==> config.mk <==
export PLATFORM = sky130hd
export DESIGN_NAME = mem_port_arbiter_flat
export DESIGN_NICKNAME = d
export VERILOG_FILES = /design/src/rtl/mem_port_arbiter_if.sv /design/src/rtl/mem_port_arbiter.sv /design/src/flat_wrapper.sv
export SDC_FILE = /design/constraint.sdc
export NUM_CORES = 1
export LEC_CHECK = 0
export BUFFER_PORTS_ARGS = -buffer_cell sky130_fd_sc_hd__buf_2
export CAP_MARGIN = 30
export CELL_PAD_IN_SITES_DETAIL_PLACEMENT = 0
export CELL_PAD_IN_SITES_GLOBAL_PLACEMENT = 2
export CORE_ASPECT_RATIO = 0.75
export CORE_MARGIN = 5
export CORE_UTILIZATION = 11
export DETAILED_ROUTE_END_ITERATION = 6
export PLACE_DENSITY = 0.75
export SLEW_MARGIN = 20
export SYNTH_ARGS = -nofsm -noshare
export SYNTH_HDL_FRONTEND = slang
export SYNTH_SLANG_ARGS = --single-unit
==> constraint.sdc <==
create_clock -name clk -period 2.4 [get_ports clk]
set_input_delay 0.24 -clock clk [delete_from_list [all_inputs] [get_ports clk]]
set_output_delay 0.24 -clock clk [all_outputs]
set_load 0.01 [all_outputs]
==> src/rtl/mem_port_arbiter_if.sv <==
// rtl/mem_port_arbiter_if.sv - fetch/LSU/memory port bundle shared by the arbiter and its neighbours
interface mem_port_arbiter_if;
  logic        instr_req;
  logic [31:0] instr_addr;
  logic        instr_gnt;
  logic [31:0] instr_rdata;
  logic        instr_err;
  logic        instr_valid;

  logic        data_req;
  logic [31:0] data_addr;
  logic        data_we;
  logic [3:0]  data_be;
  logic [31:0] data_wdata;
  logic        data_gnt;
  logic [31:0] data_rdata;
  logic        data_err;
  logic        data_valid;

  logic        mem_req;
  logic [31:0] mem_addr;
  logic        mem_we;
  logic [3:0]  mem_be;
  logic [31:0] mem_wdata;
  logic        mem_gnt;
  logic [31:0] mem_rdata;
  logic        mem_err;
  logic        mem_valid;

  // Arbiter view: serves the two core masters and drives the memory port.
  modport slave (
    input  instr_req, instr_addr,
    input  data_req, data_addr, data_we, data_be, data_wdata,
    input  mem_gnt, mem_rdata, mem_err, mem_valid,
    output instr_gnt, instr_rdata, instr_err, instr_valid,
    output data_gnt, data_rdata, data_err, data_valid,
    output mem_req, mem_addr, mem_we, mem_be, mem_wdata
  );

  // Environment view: core requesters plus the memory itself.
  modport master (
    output instr_req, instr_addr,
    output data_req, data_addr, data_we, data_be, data_wdata,
    output mem_gnt, mem_rdata, mem_err, mem_valid,
    input  instr_gnt, instr_rdata, instr_err, instr_valid,
    input  data_gnt, data_rdata, data_err, data_valid,
    input  mem_req, mem_addr, mem_we, mem_be, mem_wdata
  );
endinterface

==> src/rtl/mem_port_arbiter.sv <==
// rtl/mem_port_arbiter.sv - two-master arbiter for a single req/gnt/valid memory port
module mem_port_arbiter #(
  parameter int MAX_OUTSTANDING = 4,
  parameter int ARB_MODE        = 0
) (
  input  logic                                 clk,
  input  logic                                 reset_n,
  mem_port_arbiter_if.slave                    bus,
  output logic [$clog2(MAX_OUTSTANDING+1)-1:0] outstanding,
  output logic                                 resp_orphan
);

  localparam int CW = $clog2(MAX_OUTSTANDING + 1);
  localparam int PW = $clog2(MAX_OUTSTANDING);
  localparam logic ID_INSTR = 1'b0;
  localparam logic ID_DATA  = 1'b1;

  typedef enum logic {ARB_IDLE, ARB_LOCK} state_e;

  state_e                 state_q, state_d;
  logic                   owner_q, owner_d;
  logic                   last_q, last_d;
  logic [MAX_OUTSTANDING-1:0] id_q;
  logic [PW-1:0]          wr_ptr_q, rd_ptr_q;
  logic [CW-1:0]          cnt_q;
  logic                   orphan_q;

  logic full, sel_vld, sel_id, push, pop, head_id, owner_req, orphan_set;

  assign full       = (cnt_q == CW'(MAX_OUTSTANDING));
  assign owner_req  = owner_q ? bus.data_req : bus.instr_req;
  assign head_id    = id_q[rd_ptr_q];
  assign pop        = reset_n && bus.mem_valid && (cnt_q != '0);
  assign orphan_set = reset_n && bus.mem_valid && (cnt_q == '0);

  // Pick the requester for this cycle and decide whether to hold it until memory accepts.
  always_comb begin
    state_d = state_q;
    owner_d = owner_q;
    last_d  = last_q;
    sel_vld = 1'b0;
    sel_id  = ID_INSTR;
    push    = 1'b0;
    if (reset_n) begin
      case (state_q)
        ARB_IDLE: begin
          if (!full && (bus.instr_req || bus.data_req)) begin
            sel_vld = 1'b1;
            if (ARB_MODE == 0)
              sel_id = bus.data_req ? ID_DATA : ID_INSTR;
            else if (bus.instr_req && bus.data_req)
              sel_id = ~last_q;
            else
              sel_id = bus.data_req ? ID_DATA : ID_INSTR;
            if (bus.mem_gnt) begin
              push = 1'b1;
            end else begin
              state_d = ARB_LOCK;
              owner_d = sel_id;
            end
          end
        end
        ARB_LOCK: begin
          sel_id = owner_q;
          if (!owner_req) begin
            // Owner withdrew before the grant: abandon the request without tracking it.
            state_d = ARB_IDLE;
          end else if (!full) begin
            sel_vld = 1'b1;
            if (bus.mem_gnt) begin
              push    = 1'b1;
              state_d = ARB_IDLE;
            end
          end
        end
        default: state_d = ARB_IDLE;
      endcase
    end
    if (push) last_d = sel_id;
  end

  // Request and response muxing toward memory and back to the requesters.
  always_comb begin
    bus.mem_req     = sel_vld;
    bus.mem_addr    = !sel_vld ? 32'h0 : (sel_id ? bus.data_addr : bus.instr_addr);
    bus.mem_we      = sel_vld && sel_id && bus.data_we;
    bus.mem_be      = !sel_vld ? 4'h0 : (sel_id ? bus.data_be : 4'hF);
    bus.mem_wdata   = (sel_vld && sel_id) ? bus.data_wdata : 32'h0;
    bus.instr_gnt   = push && (sel_id == ID_INSTR);
    bus.data_gnt    = push && (sel_id == ID_DATA);
    bus.instr_valid = pop && (head_id == ID_INSTR);
    bus.data_valid  = pop && (head_id == ID_DATA);
    bus.instr_rdata = bus.instr_valid ? bus.mem_rdata : 32'h0;
    bus.data_rdata  = bus.data_valid ? bus.mem_rdata : 32'h0;
    bus.instr_err   = bus.instr_valid && bus.mem_err;
    bus.data_err    = bus.data_valid && bus.mem_err;
  end

  // State, round-robin history, in-order ID FIFO and the sticky orphan flag.
  always_ff @(posedge clk) begin
    if (!reset_n) begin
      state_q  <= ARB_IDLE;
      owner_q  <= ID_INSTR;
      last_q   <= ID_INSTR;
      id_q     <= '0;
      wr_ptr_q <= '0;
      rd_ptr_q <= '0;
      cnt_q    <= '0;
      orphan_q <= 1'b0;
    end else begin
      state_q <= state_d;
      owner_q <= owner_d;
      last_q  <= last_d;
      if (push) begin
        id_q[wr_ptr_q] <= sel_id;
        wr_ptr_q       <= wr_ptr_q + PW'(1);
      end
      if (pop) rd_ptr_q <= rd_ptr_q + PW'(1);
      cnt_q <= cnt_q + CW'(push) - CW'(pop);
      if (orphan_set) orphan_q <= 1'b1;
    end
  end

  assign outstanding = cnt_q;
  assign resp_orphan = orphan_q;

endmodule

==> src/flat_wrapper.sv <==
// flat-port wrapper written by rule: the top's interface ports become plain ports
module mem_port_arbiter_flat 
#(
  parameter int MAX_OUTSTANDING = 4,
  parameter int ARB_MODE        = 0
)
  (clk, reset_n, outstanding, resp_orphan, bus_instr_req, bus_instr_addr, bus_data_req, bus_data_addr, bus_data_we, bus_data_be, bus_data_wdata, bus_mem_gnt, bus_mem_rdata, bus_mem_err, bus_mem_valid, bus_instr_gnt, bus_instr_rdata, bus_instr_err, bus_instr_valid, bus_data_gnt, bus_data_rdata, bus_data_err, bus_data_valid, bus_mem_req, bus_mem_addr, bus_mem_we, bus_mem_be, bus_mem_wdata);
  mem_port_arbiter_if bus_i ();
  input  logic clk;
  input  logic reset_n;
  output logic [$clog2(MAX_OUTSTANDING+1)-1:0] outstanding;
  output logic resp_orphan;
  input wire logic [$bits(bus_i.instr_req)-1:0] bus_instr_req;
  input wire logic [$bits(bus_i.instr_addr)-1:0] bus_instr_addr;
  input wire logic [$bits(bus_i.data_req)-1:0] bus_data_req;
  input wire logic [$bits(bus_i.data_addr)-1:0] bus_data_addr;
  input wire logic [$bits(bus_i.data_we)-1:0] bus_data_we;
  input wire logic [$bits(bus_i.data_be)-1:0] bus_data_be;
  input wire logic [$bits(bus_i.data_wdata)-1:0] bus_data_wdata;
  input wire logic [$bits(bus_i.mem_gnt)-1:0] bus_mem_gnt;
  input wire logic [$bits(bus_i.mem_rdata)-1:0] bus_mem_rdata;
  input wire logic [$bits(bus_i.mem_err)-1:0] bus_mem_err;
  input wire logic [$bits(bus_i.mem_valid)-1:0] bus_mem_valid;
  output wire logic [$bits(bus_i.instr_gnt)-1:0] bus_instr_gnt;
  output wire logic [$bits(bus_i.instr_rdata)-1:0] bus_instr_rdata;
  output wire logic [$bits(bus_i.instr_err)-1:0] bus_instr_err;
  output wire logic [$bits(bus_i.instr_valid)-1:0] bus_instr_valid;
  output wire logic [$bits(bus_i.data_gnt)-1:0] bus_data_gnt;
  output wire logic [$bits(bus_i.data_rdata)-1:0] bus_data_rdata;
  output wire logic [$bits(bus_i.data_err)-1:0] bus_data_err;
  output wire logic [$bits(bus_i.data_valid)-1:0] bus_data_valid;
  output wire logic [$bits(bus_i.mem_req)-1:0] bus_mem_req;
  output wire logic [$bits(bus_i.mem_addr)-1:0] bus_mem_addr;
  output wire logic [$bits(bus_i.mem_we)-1:0] bus_mem_we;
  output wire logic [$bits(bus_i.mem_be)-1:0] bus_mem_be;
  output wire logic [$bits(bus_i.mem_wdata)-1:0] bus_mem_wdata;
  assign bus_i.instr_req = bus_instr_req;
  assign bus_i.instr_addr = bus_instr_addr;
  assign bus_i.data_req = bus_data_req;
  assign bus_i.data_addr = bus_data_addr;
  assign bus_i.data_we = bus_data_we;
  assign bus_i.data_be = bus_data_be;
  assign bus_i.data_wdata = bus_data_wdata;
  assign bus_i.mem_gnt = bus_mem_gnt;
  assign bus_i.mem_rdata = bus_mem_rdata;
  assign bus_i.mem_err = bus_mem_err;
  assign bus_i.mem_valid = bus_mem_valid;
  assign bus_instr_gnt = bus_i.instr_gnt;
  assign bus_instr_rdata = bus_i.instr_rdata;
  assign bus_instr_err = bus_i.instr_err;
  assign bus_instr_valid = bus_i.instr_valid;
  assign bus_data_gnt = bus_i.data_gnt;
  assign bus_data_rdata = bus_i.data_rdata;
  assign bus_data_err = bus_i.data_err;
  assign bus_data_valid = bus_i.data_valid;
  assign bus_mem_req = bus_i.mem_req;
  assign bus_mem_addr = bus_i.mem_addr;
  assign bus_mem_we = bus_i.mem_we;
  assign bus_mem_be = bus_i.mem_be;
  assign bus_mem_wdata = bus_i.mem_wdata;
  mem_port_arbiter #(.MAX_OUTSTANDING(MAX_OUTSTANDING), .ARB_MODE(ARB_MODE)) u_core (.clk(clk), .reset_n(reset_n), .bus(bus_i), .outstanding(outstanding), .resp_orphan(resp_orphan));
endmodule
==> impl_metrics.tcl, run 1 <==
set metrics [dict create \
    p_leak_nw 2.39 \
    initial_core_util 0.112 \
    finalSetupViolations 0 \
    cp-end-kind "primary output" \
    syn_to_final_growth_pct 88.5 \
    worst_pin_slew_ns 0.421 \
    synth_warnings 0 \
    required_ns 2.16 \
    clk_pin_slew_worst_paths_ns 0.05 \
    core_area_mm2 0.0177 \
    grt_antenna_before_repair 0 \
    dr_wl_met2_um 5300 \
    worstSkewPairLatency_ns 0.24 \
    track_usage 0.0886 \
    power_density_mw_per_mm2 459 \
    cpPeakStageDelay_ns 0.52 \
    critPathLaunchType "register" \
    ant_nets 0 \
    wl_met1_um 4150 \
    cp.arrival_ns 1.95 \
    overflow 0 \
    netlist_instances 313 \
    cts-hold-fix-buffers 0 \
    tns_ns 0 \
    first_global_vias 2903 \
    die_h_um 126 \
    portBuffers 283 \
    grt_max_degree 42 \
    dp_hpwl_um 8460 \
    die_w_um 165 \
    yosysSeqAreaShare 0.141 \
    syn_area_mm2 0.00199 \
    place_area_mm2 0.00365 \
    grt_setup_unrepaired "no" \
    stdcell_area_mm2 0.00374 \
    synth_edf_count 0 \
    relSlewSlack 0.719 \
    drive_gt1_frac 0.521 \
    viasPerCell 3.58 \
    drtIter0Drc 116 \
    place.gp.congestion 0.739 \
    placed_cells 820 \
    min_path_type "in2reg" \
    cp_max_fo 34 \
    drt_first_pass_iters 4 \
    cts_sinks 14 \
    antennaDiodeCount 0 \
    wl_per_cell_um 12.5 \
    async_reset_ff_frac 0 \
    ctsLongestPathBuffers 2 \
    h-tree-depth 1 \
    worstPathCellList "mux4_2, and2b_4, and2_1, buf_2" \
    final_max_slew_viol_count 0 \
    vias 2949 \
    hold_viol 0 \
    cts_root_buf "clkbuf_16" \
    period_needed_ns 2.19 \
    grt_pass1_wl_um 15100 \
    cts_tree "yes" \
    crit_slowest_cell "mux4_2" \
    synth_nets 460 \
    cts-buffers-inserted 3 \
    die_area_mm2 0.0209 \
    crit_type "reg2out" \
    max_freq_ghz 0.456 \
    rows 42 \
    drcViolationCount 0 \
    synth_flop_cell "dfxtp_1" \
    vdd_ir_drop_max_mv 0.250 \
    status "completed" \
    avgSynthCellArea_um2 6.35 \
    drv_cap 0 \
    wl_um 10300 \
    ios 284 \
    final_cells 824 \
    met3_length_um 804 \
    ys_ff_latch 14 \
    yosysUniqueCellTypes 35 \
    top_layer "met4" \
    fin_crit_sh 0.914 \
    hold_ws_ns 0.255 \
    power_mw 1.72 \
    nNetsFinal 730 \
    skew_ns 0.00421 \
]
kinds of logic (layout without fill, tap and decap cells):
group | count (synthesis) | after routing | synth area share
flops | 14 | 14 | 0.141
buf+inv | 36 | 305 | 0.0888
simple gates | 203 | 203 | 0.536
fa+ha+maj | 7 | 7 | 0.0479
mux | 6 | 6 | 0.0365
compound gates | 43 | 43 | 0.132
xor+xnor | 4 | 4 | 0.0176
metal layers:
layer  GRT usage  vias up
li1            -     1553
met1       0.109     1275
met2       0.163      119
met3      0.0195        2
met4     0.00880        0
met5           0        -
final timing paths:
path                                         start                     to  slack [ns]  cells past startpoint
worst min-delay path                 bus_mem_valid     u_core.resp_orphan        0.25                      3
worst max-delay path            u_core.rd_ptr_q[0]     bus_instr_rdata[4]        0.21                      4
worst max register to register      u_core.state_q  u_core.outstanding[1]        0.36                     10
worst min register to register      u_core.id_q[2]         u_core.id_q[2]        0.46                      2
registers in the layout, indices dropped and copies added, names as in the netlist:
register            cells
u_core.rd_ptr_q         2
u_core.resp_orphan      1
u_core.wr_ptr_q         2
u_core.owner_q          1
u_core.state_q          1
u_core.id_q             4
u_core.outstanding      3
repair_timing:
item | CTS | global route
gates resized for setup | 0 | 2
setup buffers | 0 | 0
endpoints found under the setup margin | 0 | 26
cell usage in the layout (no fill, tap or decap), drive strengths merged:
cell type	count
a2111oi	1
a21boi	1
a21o	1
a21oi	35
a31o	2
and2	68
and2b	1
and3	35
and3b	1
buf	291
clkbuf	4
dfxtp	14
fa	1
ha	6
inv	10
mux2i	5
mux4	1
nand2	72
nand3	6
nor2	16
nor3	1
nor3b	1
o2111a	1
o21a	1
o311a	1
or3b	2
xnor2	2
xor2	2
metrics by stage:
step / setup WS, ns / util
floorplan: 0.103 / -
global placement: 0.324 / 0.206
detailed placement: 0.328 / 0.206
CTS: 0.0917 / 0.211
global route: 0.0592 / 0.211
finish: 0.205 / 0.211
synth_stat cells, types with 2 or more instances:
| cell | n | share of area |
|---|---|---|
| a21oi_1 | 34 | 0.086 |
| and2_1 | 68 | 0.21 |
| and3_1 | 35 | 0.11 |
| buf_1 | 2 | 0.0038 |
| buf_2 | 7 | 0.018 |
| buf_6 | 4 | 0.023 |
| clkbuf_1 | 11 | 0.021 |
| clkbuf_2 | 2 | 0.0050 |
| dfxtp_1 | 14 | 0.14 |
| ha_1 | 6 | 0.038 |
| inv_1 | 9 | 0.017 |
| mux2i_1 | 5 | 0.025 |
| nand2_1 | 72 | 0.14 |
| nand3_1 | 5 | 0.013 |
| nor2_1 | 16 | 0.030 |
| or3b_1 | 2 | 0.0088 |
| xnor2_1 | 2 | 0.0088 |
| xor2_1 | 2 | 0.0088 |
worst max-delay path: cells and delay by family, from the launching register on:
| kind | cells | cell delay [ns] |
|---|---|---|
| buffers and inverters | 1 | 0.13 |
| muxes | 1 | 0.52 |
| and+or+nand+nor | 2 | 0.66 |
| DFF | 1 | 0.38 |
final cells by class:
class                   count  area (um2)
repair buffers            291        1490
fillers                  2043       14000
well taps                 242         303
flip-flops and latches     14         280
clock buffers               4        88.8
multi-input cells         263        1550
inverters                  10        37.5
report_power, final:
part           internal [mW]  switching [mW]  leakage (nW)
combinational          0.453           0.591          2.23
sequential             0.272          0.0528         0.114
clock                  0.253          0.0982        0.0442
No activity file was read; power rests on OpenSTA's default activity.
==> run 2, diff against run 1 <==
--- a/config.mk
+++ b/config.mk
@@ -11,9 +11,9 @@
 export CELL_PAD_IN_SITES_GLOBAL_PLACEMENT = 2
 export CORE_ASPECT_RATIO = 0.75
 export CORE_MARGIN = 5
-export CORE_UTILIZATION = 11
+export CORE_UTILIZATION = 12
 export DETAILED_ROUTE_END_ITERATION = 6
-export PLACE_DENSITY = 0.75
+export PLACE_DENSITY = 0.77
 export SLEW_MARGIN = 20
 export SYNTH_ARGS = -nofsm -noshare
 export SYNTH_HDL_FRONTEND = slang
==> constraint.sdc (replaced) <==
create_clock -name clk -period 2.5 [get_ports clk]
set_input_delay 0.25 -clock clk [delete_from_list [all_inputs] [get_ports clk]]
set_output_delay 0.25 -clock clk [all_outputs]
set_load 0.01 [all_outputs]
==> run 2 against run 1 <==
  * Sequential power down 4%
  * Largest power group unchanged
  * Wire length shrank 0.62%
  * Non-clock buffer count is 2 higher
  * Sequential cell count unchanged
  * Worst setup slack worse by 0.048 ns
==> impl_metrics.tcl, run 2 (synthesis results as in run 1) <==
set metrics [dict create \
    die_h_um 121 \
    cts_tree "yes" \
    vias 2995 \
    critPathLaunch "u_core.outstanding[2]" \
    stdcell_area_mm2 0.00372 \
    clk_pin_slew_worst_paths_ns 0.05 \
    grt_antenna_before_repair 0 \
    regMostFlops "u_core.id_q" \
    drtIter0Drc 121 \
    nNetsFinal 732 \
    worstHoldStart "bus_mem_valid" \
    track_usage 0.0964 \
    drv_cap 0 \
    wl_um 10200 \
    cts_root_buf "clkbuf_16" \
    antennaDiodeCount 0 \
    pre_cts_ws_ns 0.407 \
    syn_to_final_growth_pct 87.0 \
    grt_max_degree 38 \
    cts-resized-gates 0 \
    cpPeakStageDelay_ns 0.53 \
    ios 284 \
    status "completed" \
    cts-buffers-inserted 3 \
    cp.arrival_ns 2.09 \
    place.gp.congestion 0.799 \
    rows 40 \
    fin_util 0.231 \
    final_max_slew_viol_count 0 \
    cts_sinks 14 \
    h-tree-depth 1 \
    grt_pass1_wl_um 15200 \
    first_global_vias 2928 \
    initial_core_util 0.123 \
    die_w_um 159 \
    min_path_type "in2reg" \
    wl_per_cell_um 12.9 \
    overflow 0 \
    worstSkewPairLatency_ns 0.24 \
    ant_nets 0 \
    finalSetupViolations 0 \
    final_common_cell "buf_2" \
    cp_max_fo 37 \
    cp-endpoint "bus_mem_addr[25]" \
    tns_ns 0 \
    r2r_cells 9 \
    die_area_mm2 0.0193 \
    required_ns 2.25 \
    drive_gt1_frac 0.521 \
    vdd_ir_drop_max_mv 0.202 \
    hold_viol 0 \
    max_freq_ghz 0.427 \
    timing.final.ws_setup_ns 0.158 \
    core_area_mm2 0.0161 \
    grt_setup_unrepaired "no" \
    ctsLongestPathBuffers 2 \
    post_cts_buffers 0 \
    regToRegStartpoint "u_core.outstanding[2]" \
    dp_hpwl_um 8780 \
    fin_crit_sh 0.937 \
    viasPerCell 3.77 \
    drcViolationCount 0 \
    layout_common_cells "buf_2 (283), nand2_1 (72), and2_1 (68)" \
    reg2reg_slack_ns 0.39 \
    cp-end-kind "primary output" \
    crit_slowest_cell "or3b_1" \
    p_leak_nw 2.40 \
    period_needed_ns 2.34 \
    worst_pin_slew_ns 0.397 \
    crit_type "reg2out" \
    drt_first_pass_iters 4 \
    relSlewSlack 0.735 \
    cts-hold-fix-buffers 0 \
    place_area_mm2 0.00363 \
    skew_ns 0.00262 \
    worstPathCellList "or3b_1, a21oi_4, buf_12, nand2_1, a21oi_1, buf_2" \
    portBuffers 283 \
    largest_reg_flops 4 \
    r2r_end "u_core.outstanding[1]" \
    critPathLaunchType "register" \
    power_density_mw_per_mm2 442 \
]
==> run 2: metal layers <==
layer	wire, um	track usage	vias to the layer above
li1	-	-	1561
met3	530	0.0150	5
met5	0	0	-
met2	5510	0.176	101
met4	55	0.0144	0
met1	4120	0.121	1328
==> run 2: layout make-up <==
type,count,area (um2)
timing repair buffer,293,1500
fill,1897,12400
tap,210,263
clock buffer,4,88.8
inverter,10,37.5
multi-input combinational,263,1540
sequential,14,280
==> run 2: worst min-delay path by stage <==
stage               cells after the start  slack, ns            endpoint
finish                                  3       0.27  u_core.resp_orphan
global route                            3       0.29  u_core.resp_orphan
CTS                                     3       0.27  u_core.resp_orphan
detailed placement                      2       0.46      u_core.id_q[3]
global placement                        2       0.45      u_core.id_q[3]
floorplan                               2       0.39  u_core.resp_orphan
==> run 2: critical path, delay by kind of cell, from the launching register on <==
kind / cells / cell delay, ns
compound gates: 2 / 0.42
buf+inv: 2 / 0.39
flops: 1 / 0.42
simple gates: 2 / 0.60
==> run 2: per-stage QoR <==
step                hold WS (ns)  instances  power [mW]
floorplan                  0.391        313       0.893
global placement           0.455        790        1.35
detailed placement         0.460        790        1.33
CTS                        0.266        794        1.67
global route               0.295        794        1.79
finish                     0.269        794        1.64
==> run 2: power breakdown <==
| group | switching [mW] | internal [mW] | total [mW] |
|---|---|---|---|
| sequential | 0.0491 | 0.262 | 0.311 |
| clock | 0.0923 | 0.242 | 0.335 |
| combinational | 0.558 | 0.440 | 0.998 |
